[src/rtl/trend_history_ctrl.sv]
// Trend-display price history controller: circular buffer in a single-port RAM,
// pending-trade FIFO, and arbitration between scanout reads and blank-time commits.
module trend_history_ctrl #(
   parameter int DEPTH      = 640,
   parameter int AW         = 10,
   parameter int DW         = 8,
   parameter int PEND_DEPTH = 4
) (
   input  logic          clk,
   input  logic          reset,
   input  logic          match_signal,
   input  logic [DW-1:0] trade_price,
   input  logic          video_on,
   input  logic [9:0]    h_cnt,
   input  logic [9:0]    v_cnt,
   output logic [AW-1:0] ram_addr,
   output logic          ram_we,
   output logic [DW-1:0] ram_wdata,
   input  logic [DW-1:0] ram_rdata,
   output logic [DW-1:0] pix_price,
   output logic          pix_valid,
   output logic          busy_clear,
   output logic [2:0]    pend_count,
   output logic [7:0]    drop_count
);

   localparam int PW = $clog2(PEND_DEPTH);
   localparam logic [0:0]    ST_CLEAR = 1'b0;
   localparam logic [0:0]    ST_RUN   = 1'b1;
   localparam logic [AW:0]   DEPTH_W  = (AW+1)'(DEPTH);
   localparam logic [AW-1:0] LAST     = AW'(DEPTH - 1);
   localparam logic [2:0]    FULL_CNT = 3'(PEND_DEPTH);

   logic [0:0]    state;
   logic [AW-1:0] clr_addr;
   logic [AW-1:0] wptr;
   logic [AW-1:0] addr_hold;
   logic          match_prev;
   logic          pix_valid_q;
   logic [2:0]    count_q;
   logic [7:0]    drop_q;
   logic [PW-1:0] fifo_rd;
   logic [PW-1:0] fifo_wr;
   logic [DW-1:0] fifo_mem [PEND_DEPTH];

   logic          push;
   logic          pop;
   logic          accept;
   logic          drop;
   logic          in_run;
   logic          read_sel;
   logic          write_sel;
   logic          fifo_empty;
   logic          fifo_full;
   logic [AW:0]   h_ext;
   logic [AW:0]   rd_sum;
   logic [AW:0]   rd_diff;
   logic [AW-1:0] rd_addr;

   // wptr marks the oldest entry, so column h lives at wptr+h modulo DEPTH.
   assign h_ext      = (AW+1)'(h_cnt);
   assign rd_sum     = {1'b0, wptr} + h_ext;
   assign rd_diff    = rd_sum - DEPTH_W;
   assign rd_addr    = (rd_sum >= DEPTH_W) ? rd_diff[AW-1:0] : rd_sum[AW-1:0];

   assign push       = match_signal & ~match_prev;
   assign in_run     = (state == ST_RUN);
   assign fifo_empty = (count_q == 3'd0);
   assign fifo_full  = (count_q == FULL_CNT);
   assign read_sel   = in_run && video_on && (h_ext < DEPTH_W);
   assign write_sel  = in_run && !read_sel && (v_cnt >= 10'd480) && !fifo_empty;
   assign pop        = write_sel;
   assign accept     = push && (!fifo_full || pop);
   assign drop       = push && fifo_full && !pop;

   assign pix_price  = ram_rdata;
   assign pix_valid  = pix_valid_q;
   assign busy_clear = reset | (state == ST_CLEAR);
   assign pend_count = count_q;
   assign drop_count = drop_q;

   // RAM port mux; scanout reads always beat pending commits, and an idle cycle keeps the address.
   always_comb begin
      ram_we    = 1'b0;
      ram_addr  = addr_hold;
      ram_wdata = '0;
      if (reset) begin
         ram_addr = '0;
      end else if (state == ST_CLEAR) begin
         ram_we   = 1'b1;
         ram_addr = clr_addr;
      end else if (read_sel) begin
         ram_addr = rd_addr;
      end else if (write_sel) begin
         ram_we    = 1'b1;
         ram_addr  = wptr;
         ram_wdata = fifo_mem[fifo_rd];
      end
   end

   always_ff @(posedge clk) begin
      if (accept) begin
         fifo_mem[fifo_wr] <= trade_price;
      end
   end

   always_ff @(posedge clk) begin
      if (reset) begin
         state       <= ST_CLEAR;
         clr_addr    <= '0;
         wptr        <= '0;
         addr_hold   <= '0;
         match_prev  <= 1'b0;
         pix_valid_q <= 1'b0;
         count_q     <= 3'd0;
         drop_q      <= 8'd0;
         fifo_rd     <= '0;
         fifo_wr     <= '0;
      end else begin
         match_prev  <= match_signal;
         pix_valid_q <= read_sel;
         addr_hold   <= ram_addr;
         if (state == ST_CLEAR) begin
            if (clr_addr == LAST) begin
               clr_addr <= '0;
               state    <= ST_RUN;
            end else begin
               clr_addr <= clr_addr + 1'b1;
            end
         end
         if (pop) begin
            fifo_rd <= fifo_rd + 1'b1;
            wptr    <= (wptr == LAST) ? '0 : wptr + 1'b1;
         end
         if (accept) begin
            fifo_wr <= fifo_wr + 1'b1;
         end
         if (accept && !pop) begin
            count_q <= count_q + 3'd1;
         end else if (!accept && pop) begin
            count_q <= count_q - 3'd1;
         end
         if (drop && (drop_q != 8'hFF)) begin
            drop_q <= drop_q + 8'd1;
         end
      end
   end

endmodule

[config.mk]
export PLATFORM = sky130hd
export DESIGN_NAME = trend_history_ctrl
export DESIGN_NICKNAME = d
export VERILOG_FILES = /design/src/rtl/trend_history_ctrl.sv
export SDC_FILE = /design/constraint.sdc
export NUM_CORES = 1
export LEC_CHECK = 0
export ABC_CLOCK_PERIOD_IN_PS = 3500
export BUFFER_PORTS_ARGS = -buffer_cell sky130_fd_sc_hd__buf_2
export CORE_MARGIN = 2
export CORE_UTILIZATION = 55
export CTS_CLUSTER_DIAMETER = 60
export CTS_CLUSTER_SIZE = 25
export DETAILED_ROUTE_END_ITERATION = 10
export PLACE_DENSITY = 0.84
export SETUP_SLACK_MARGIN = 0.02
export SLEW_MARGIN = 20
export SYNTH_ARGS = -nofsm -noshare
export SYNTH_HDL_FRONTEND = slang
export SYNTH_SLANG_ARGS = --single-unit
[constraint.sdc]
create_clock -name clk -period 3.5 [get_ports clk]
set_input_delay 0.525 -clock clk [delete_from_list [all_inputs] [get_ports clk]]
set_output_delay 0.525 -clock clk [all_outputs]
set_load 0.02 [all_outputs]
## Word-level counts from Yosys, hierarchy flattened

Memories as Yosys holds them, arrays and structs flattened. A register that Yosys moved wholly into a read port is not among the register bits.
Cells that the tools add are included.

| storage, ports and cells | value |
|---|---|
| register bits | 48 |
| latch bits | 0 |
| bits in writable memories | 32 |
| memory bits (read-only) | 0 |
| word-level logic and storage cells | 73 |
| memories kept | 1 |

Memory list:

| name | depth | bits a word | read ports | clocked after memory_dff | wr ports | line | text |
|---|---|---|---|---|---|---|---|
| fifo_mem | 4 | 8 | 1 | 1 | 1 | 44 | `logic [DW-1:0] fifo_mem [PEND_DEPTH];` |

| cells by class | value |
|---|---|
| add/sub/neg operators | 9 |
| multipliers | 0 |
| div/mod/pow operators | 0 |
| magnitude comparators | 3 |
| equality and inequality tests | 4 |
| shifts and indexed selects | 0 |
| muxes and demuxes | 23 |
| bitwise logic cells | 4 |
| reduce and logical (&&, ||, !) cells | 19 |

Operators with widths:

| cell | number |
|---|---|
| $mux 10 | 7 |
| $mux 8 | 4 |
| $add 10x1->10 const B | 2 |
| $eq 10x10->1 const B | 2 |
| $add 10x10->11 | 1 |
| $ge 11x10->1 const B | 1 |
| $logic_and 1x1->1 | 11 |
| $ge 10x9->1 const B | 1 |
| $lt 10x10->1 const B | 1 |
| $sub 10x10->10 const B | 1 |
| $add 8x1->8 const B | 1 |
| $mux 1 | 8 |
| $ne 8x8->1 const B | 1 |
| $mux 3 | 2 |
| $logic_not 1->1 | 5 |
| $add 2x1->2 const B | 2 |
| $mux 2 | 2 |
| $add 3x1->3 const B | 1 |
| $eq 3x3->1 const B | 1 |
| $logic_not 3->1 | 1 |
| $sub 3x1->3 const B | 1 |
| $not 1->1 | 2 |
| $reduce_bool 2->1 | 1 |
| $and 1x1->1 | 1 |
| other kinds (2) | 2 |

## Logic depth before layout (Yosys ltp)

| depth | value |
|---|---|
| depth in word-level cells | 12 |
| gate-level depth with buffers | 13 |
| depth with buffers taken out | 13 |

## Least setup slack after synthesis

Ideal clock, no wire load.

| timing path | value |
|---|---|
| kind | input to output |
| start point | in h_cnt[0] |
| end point | out ram_addr[9] |
| arrival | 3.423 ns |
| data required time | 2.975 ns |
| path slack | -0.448 ns |
| stages on the path | 12 |
| cells stage by stage | ha_1 -> inv_1 -> fa_1 -> nor2b_1 -> o2111ai_1 -> nand3_1 -> a21oi_1 -> or2_2 -> ha_1 -> nor3b_1 -> a211oi_1 -> a2111oi_0 |

| on the way | value |
|---|---|
| word-level cells in the longest chain between the ends | 10 |

Ends and longest elaborated chain:

| item | line | text |
|---|---|---|
| from (decl) | 14 | `input logic [9:0] h_cnt,` |
| branches (longest 7 deep; another with $add 10x10->11) | -- |  |
| $mux 10 * | 92 | `end else if (read_sel) begin` |
| $mux 10 * | 89 | `end else if (state == ST_CLEAR) begin` |
| $mux 10 * | 87 | `if (reset) begin` |
| to (decl) | 16 | `output logic [AW-1:0] ram_addr,` |

Mark *: on every way between the ends.

## Worst setup path in the final report

| timing path | value |
|---|---|
| start point | reg wptr[0] |
| end point | out ram_addr[8] |

| on the way | value |
|---|---|
| word-level cells in the longest chain between the ends | 6 |

Ends and longest elaborated chain:

| item | line | text |
|---|---|---|
| from (decl) | 36 | `logic [AW-1:0] wptr;` |
| from (signal assigned) | 133 | `wptr <= (wptr == LAST) ? '0 : wptr + 1'b1;` |
| $add 10x10->11 * | 62 | `assign rd_sum = {1'b0, wptr} + h_ext;` |
| $sub 10x10->10 / $ge 11x10->1 (equally long branches) | 63, 64 |  |
| $mux 10 * | 64 | `assign rd_addr = (rd_sum >= DEPTH_W) ? rd_diff[AW-1:0] : rd_sum[AW-1:0];` |
| $mux 10 * | 92 |  |
| $mux 10 * | 89 |  |
| $mux 10 * | 87 |  |

Every way passes the cells marked *; elsewhere a longest branch is shown, timed or not.

==> reports/metrics.cfg <==
[final_layout]
drive_above_1_share_pct = 33.1
finalNonFillerCells = 600
fillers = 510
syn2layout_area_growth_pct = 23.3
nNetsFinal = 554
diodes = 0
fin_area_sq_um = 5300

[global_route]
grt_max_degree = 41
grt_overflow_total = 0
grt_pass1_vias = 3414
track_usage_pct = 24.4
grt_antenna_before_repair = 0
grt_pass1_wl_um = 16400

[clock_tree]
clockBufferDepth = 2
holdBufCountCts = 0
htree_levels = 3
cts_inserted_buffers = 9
worstSkewPairLatency_ns = 0.35
numClockSinks = 82
clockRootBuffer = clkbuf_8
clk_pin_slew_ns = 0.08
tritoncts = done

[route]
drc = 0
wl_per_cell_um = 17.6
antenna_left = 0
vias = 3465
via_per_inst = 5.78
routed_wl_um = 10600
drt_first_pass_iters = 5
drtIter0Drc = 246

[place]
dp.cells = 561
place_area_sq_um = 4720
gp_congestion = 0.817
port_buffers = 58
dp_hpwl_um = 6710

[floorplanning]
dieArea_sq_um = 8540
core_sq_um = 7650
die_h_um = 92.4
die_x_um = 92.4
start_util_pct = 56.2
rows = 32
ios = 80

[yosys]
yosysWarnings = 0
synthTopCellsByCount = 52 x nor2_1, 50 x dfxtp_1, 32 x edfxtp_1
synth_fa_ha_area_share_pct = 6.46
synth_area_leaders = dfxtp_1 23%, edfxtp_1 22%, ha_1 5.5%, nor2_1 4.5%, mux4_2 4.2%
yosysMostFrequentCell = nor2_1
muxShareOfSynthArea_pct = 8.44
seq_area_frac_synth_pct = 45.6
synth-compound-area-share_pct = 11.0
synthSimpleGateAreaFrac_pct = 18.2
synth-edff-count = 32
synth_area_sq_um = 4300
async_flop_share_pct = 0
synthXorXnorAreaFrac_pct = 6.11
synth_area_leader_cell = dfxtp_1
syn_avg_cell_area_sq_um = 10.6
syn-num-nets = 466
synth_top_area_share_pct = 23.3
ys_ff_latch = 82
ys_types = 56
syn_inst = 405
synth_top_flop_cell = dfxtp_1
synth_top_family_by_area = simple AND/OR/NAND/NOR gates

[worst_hold_path]
hp-class = in -> reg

[critical_path]
arrival_ns = 3.14
cp-start-kind = flip-flop
critical_path.max_fanout = 4
worstSetupEndpointType = output port
crit_type = reg -> out
worstPathRequired_ns = 2.97

[sta]
slew_headroom_pct = 45.3
fin_skew_ns = 0.0124
clock.fmax_ghz = 0.273
hold_viol_final = 0
rsz0062_at_grt = true
slew_viol_final = 0
finalSetupViolations = 3
min_period_ns = 3.66
fin_ws_ns = -0.162
period_share_pct = 105
worstMarginPinSlew_ns = 0.819

[pwr]
power_leakage_nw = 2.16
peakVddDrop_mv = 0.363
p_total_mw = 1.90
power.density_nw_per_um2 = 357

[flow_run]
drv_cap = 0

[outcome]
status = complete, but fails checks
violations = negative setup slack

==> layout make-up <==
cell class | instances | area (sq um) | area share [%]
Clock buffer | 12 | 145 | 2.74
Inverter | 11 | 43.8 | 0.826
Sequential cell | 82 | 1970 | 37.2
Clock inverter | 4 | 26.3 | 0.495
Tap cell | 102 | 128 | 2.41
Multi-Input combinational cell | 290 | 2380 | 44.8
Timing Repair Buffer | 99 | 614 | 11.6
==> sequential cells by signal, summed over array words and instances (netlist names), named ones only <==
name	cells
clr_addr	10
fifo_rd	2
wptr	10
fifo_wr	2
addr_hold	10
match_prev	1
drop_count	8
in_run	1
pend_count	3
pix_valid	1
fifo_mem	32
==> layout by cell type, fill, tap and decap left out, drive strengths merged, types with 8 or more instances in the layout <==
cell type / instances
inv: 12
ha: 19
xnor2: 12
buf: 99
nand4: 10
nor2: 53
nand3: 12
a21oi: 21
o21ai: 14
and3: 13
mux4: 8
mux2i: 16
dfxtp: 50
clkbuf: 12
edfxtp: 32
xor2: 18
nand2: 20
nor2b: 9
==> routing by layer <==
metal / global-route usage, % / vias up / wire, um
met5: 0 / - / 0
met4: 9.83 / 0 / 263
met3: 4.56 / 27 / 584
met2: 42.0 / 146 / 5350
met1: 30.3 / 1660 / 4360
li1: - / 1632 / -
==> power by group <==
part	switching, mW	leakage [nW]	internal (mW)
Clock	0.333	0.0868	0.278
Sequential	0.0284	0.699	1.03
Combinational	0.127	1.38	0.102
Total	0.489	2.16	1.41
==> kinds of logic after synthesis <==
| group | after synthesis |
|---|---|
| AND/OR/NAND/NOR | 147 |
| flip-flops | 82 |
| AO/OA/AOI/OAI | 66 |
| buffers and inverters | 33 |
| XOR/XNOR | 30 |
| multiplexers | 26 |
| adder cells (fa/ha/maj) | 21 |
==> through the flow <==
stage                     util, %  setup slack [ns]  TNS (ns)  hold slack [ns]
final                        69.4            -0.162    -0.396            0.389
after global routing         69.4            -0.296    -0.817            0.379
after CTS                    67.2           -0.0174   -0.0286            0.378
after detailed placement     61.7            -0.255    -0.581            0.515
after global placement       61.7           -0.0842    -0.179            0.490
after floorplan                 -            0.0832         0            0.472
==> critical path, stage by stage, from the launching register on <==
cell and delay (ns):
dfxtp_4 0.37, ha_4 0.13, inv_2 0.03, fa_2 0.36, nor2b_4 0.16, o2111ai_2 0.18, buf_4 0.18, buf_4 0.13
nand3b_1 0.13, xnor2_2 0.15, nand4_1 0.24, o31ai_4 0.40, a31o_2 0.22, buf_6 0.11
==> path summary, 6_finish.rpt <==
| path | end | startpoint | depth (start not counted) | slack, ns |
|---|---|---|---|---|
| setup / recovery | ram_addr[8] | wptr[0] | 13 | -0.16 |
| hold / removal | fifo_mem[0][6] | trade_price[6] | 1 | 0.39 |
| setup reg to reg | addr_hold[8] | wptr[0] | 14 | 0.58 |
| hold reg to reg | drop_count[7] | drop_count[7] | 2 | 0.53 |
==> what timing repair did <==
item	4_1_cts	5_1_grt
resized for setup	31	16
buffers inserted	12	13
setup endpoints to repair	3	3
pin swaps	11	11
Power figures use the tool's default switching activity.
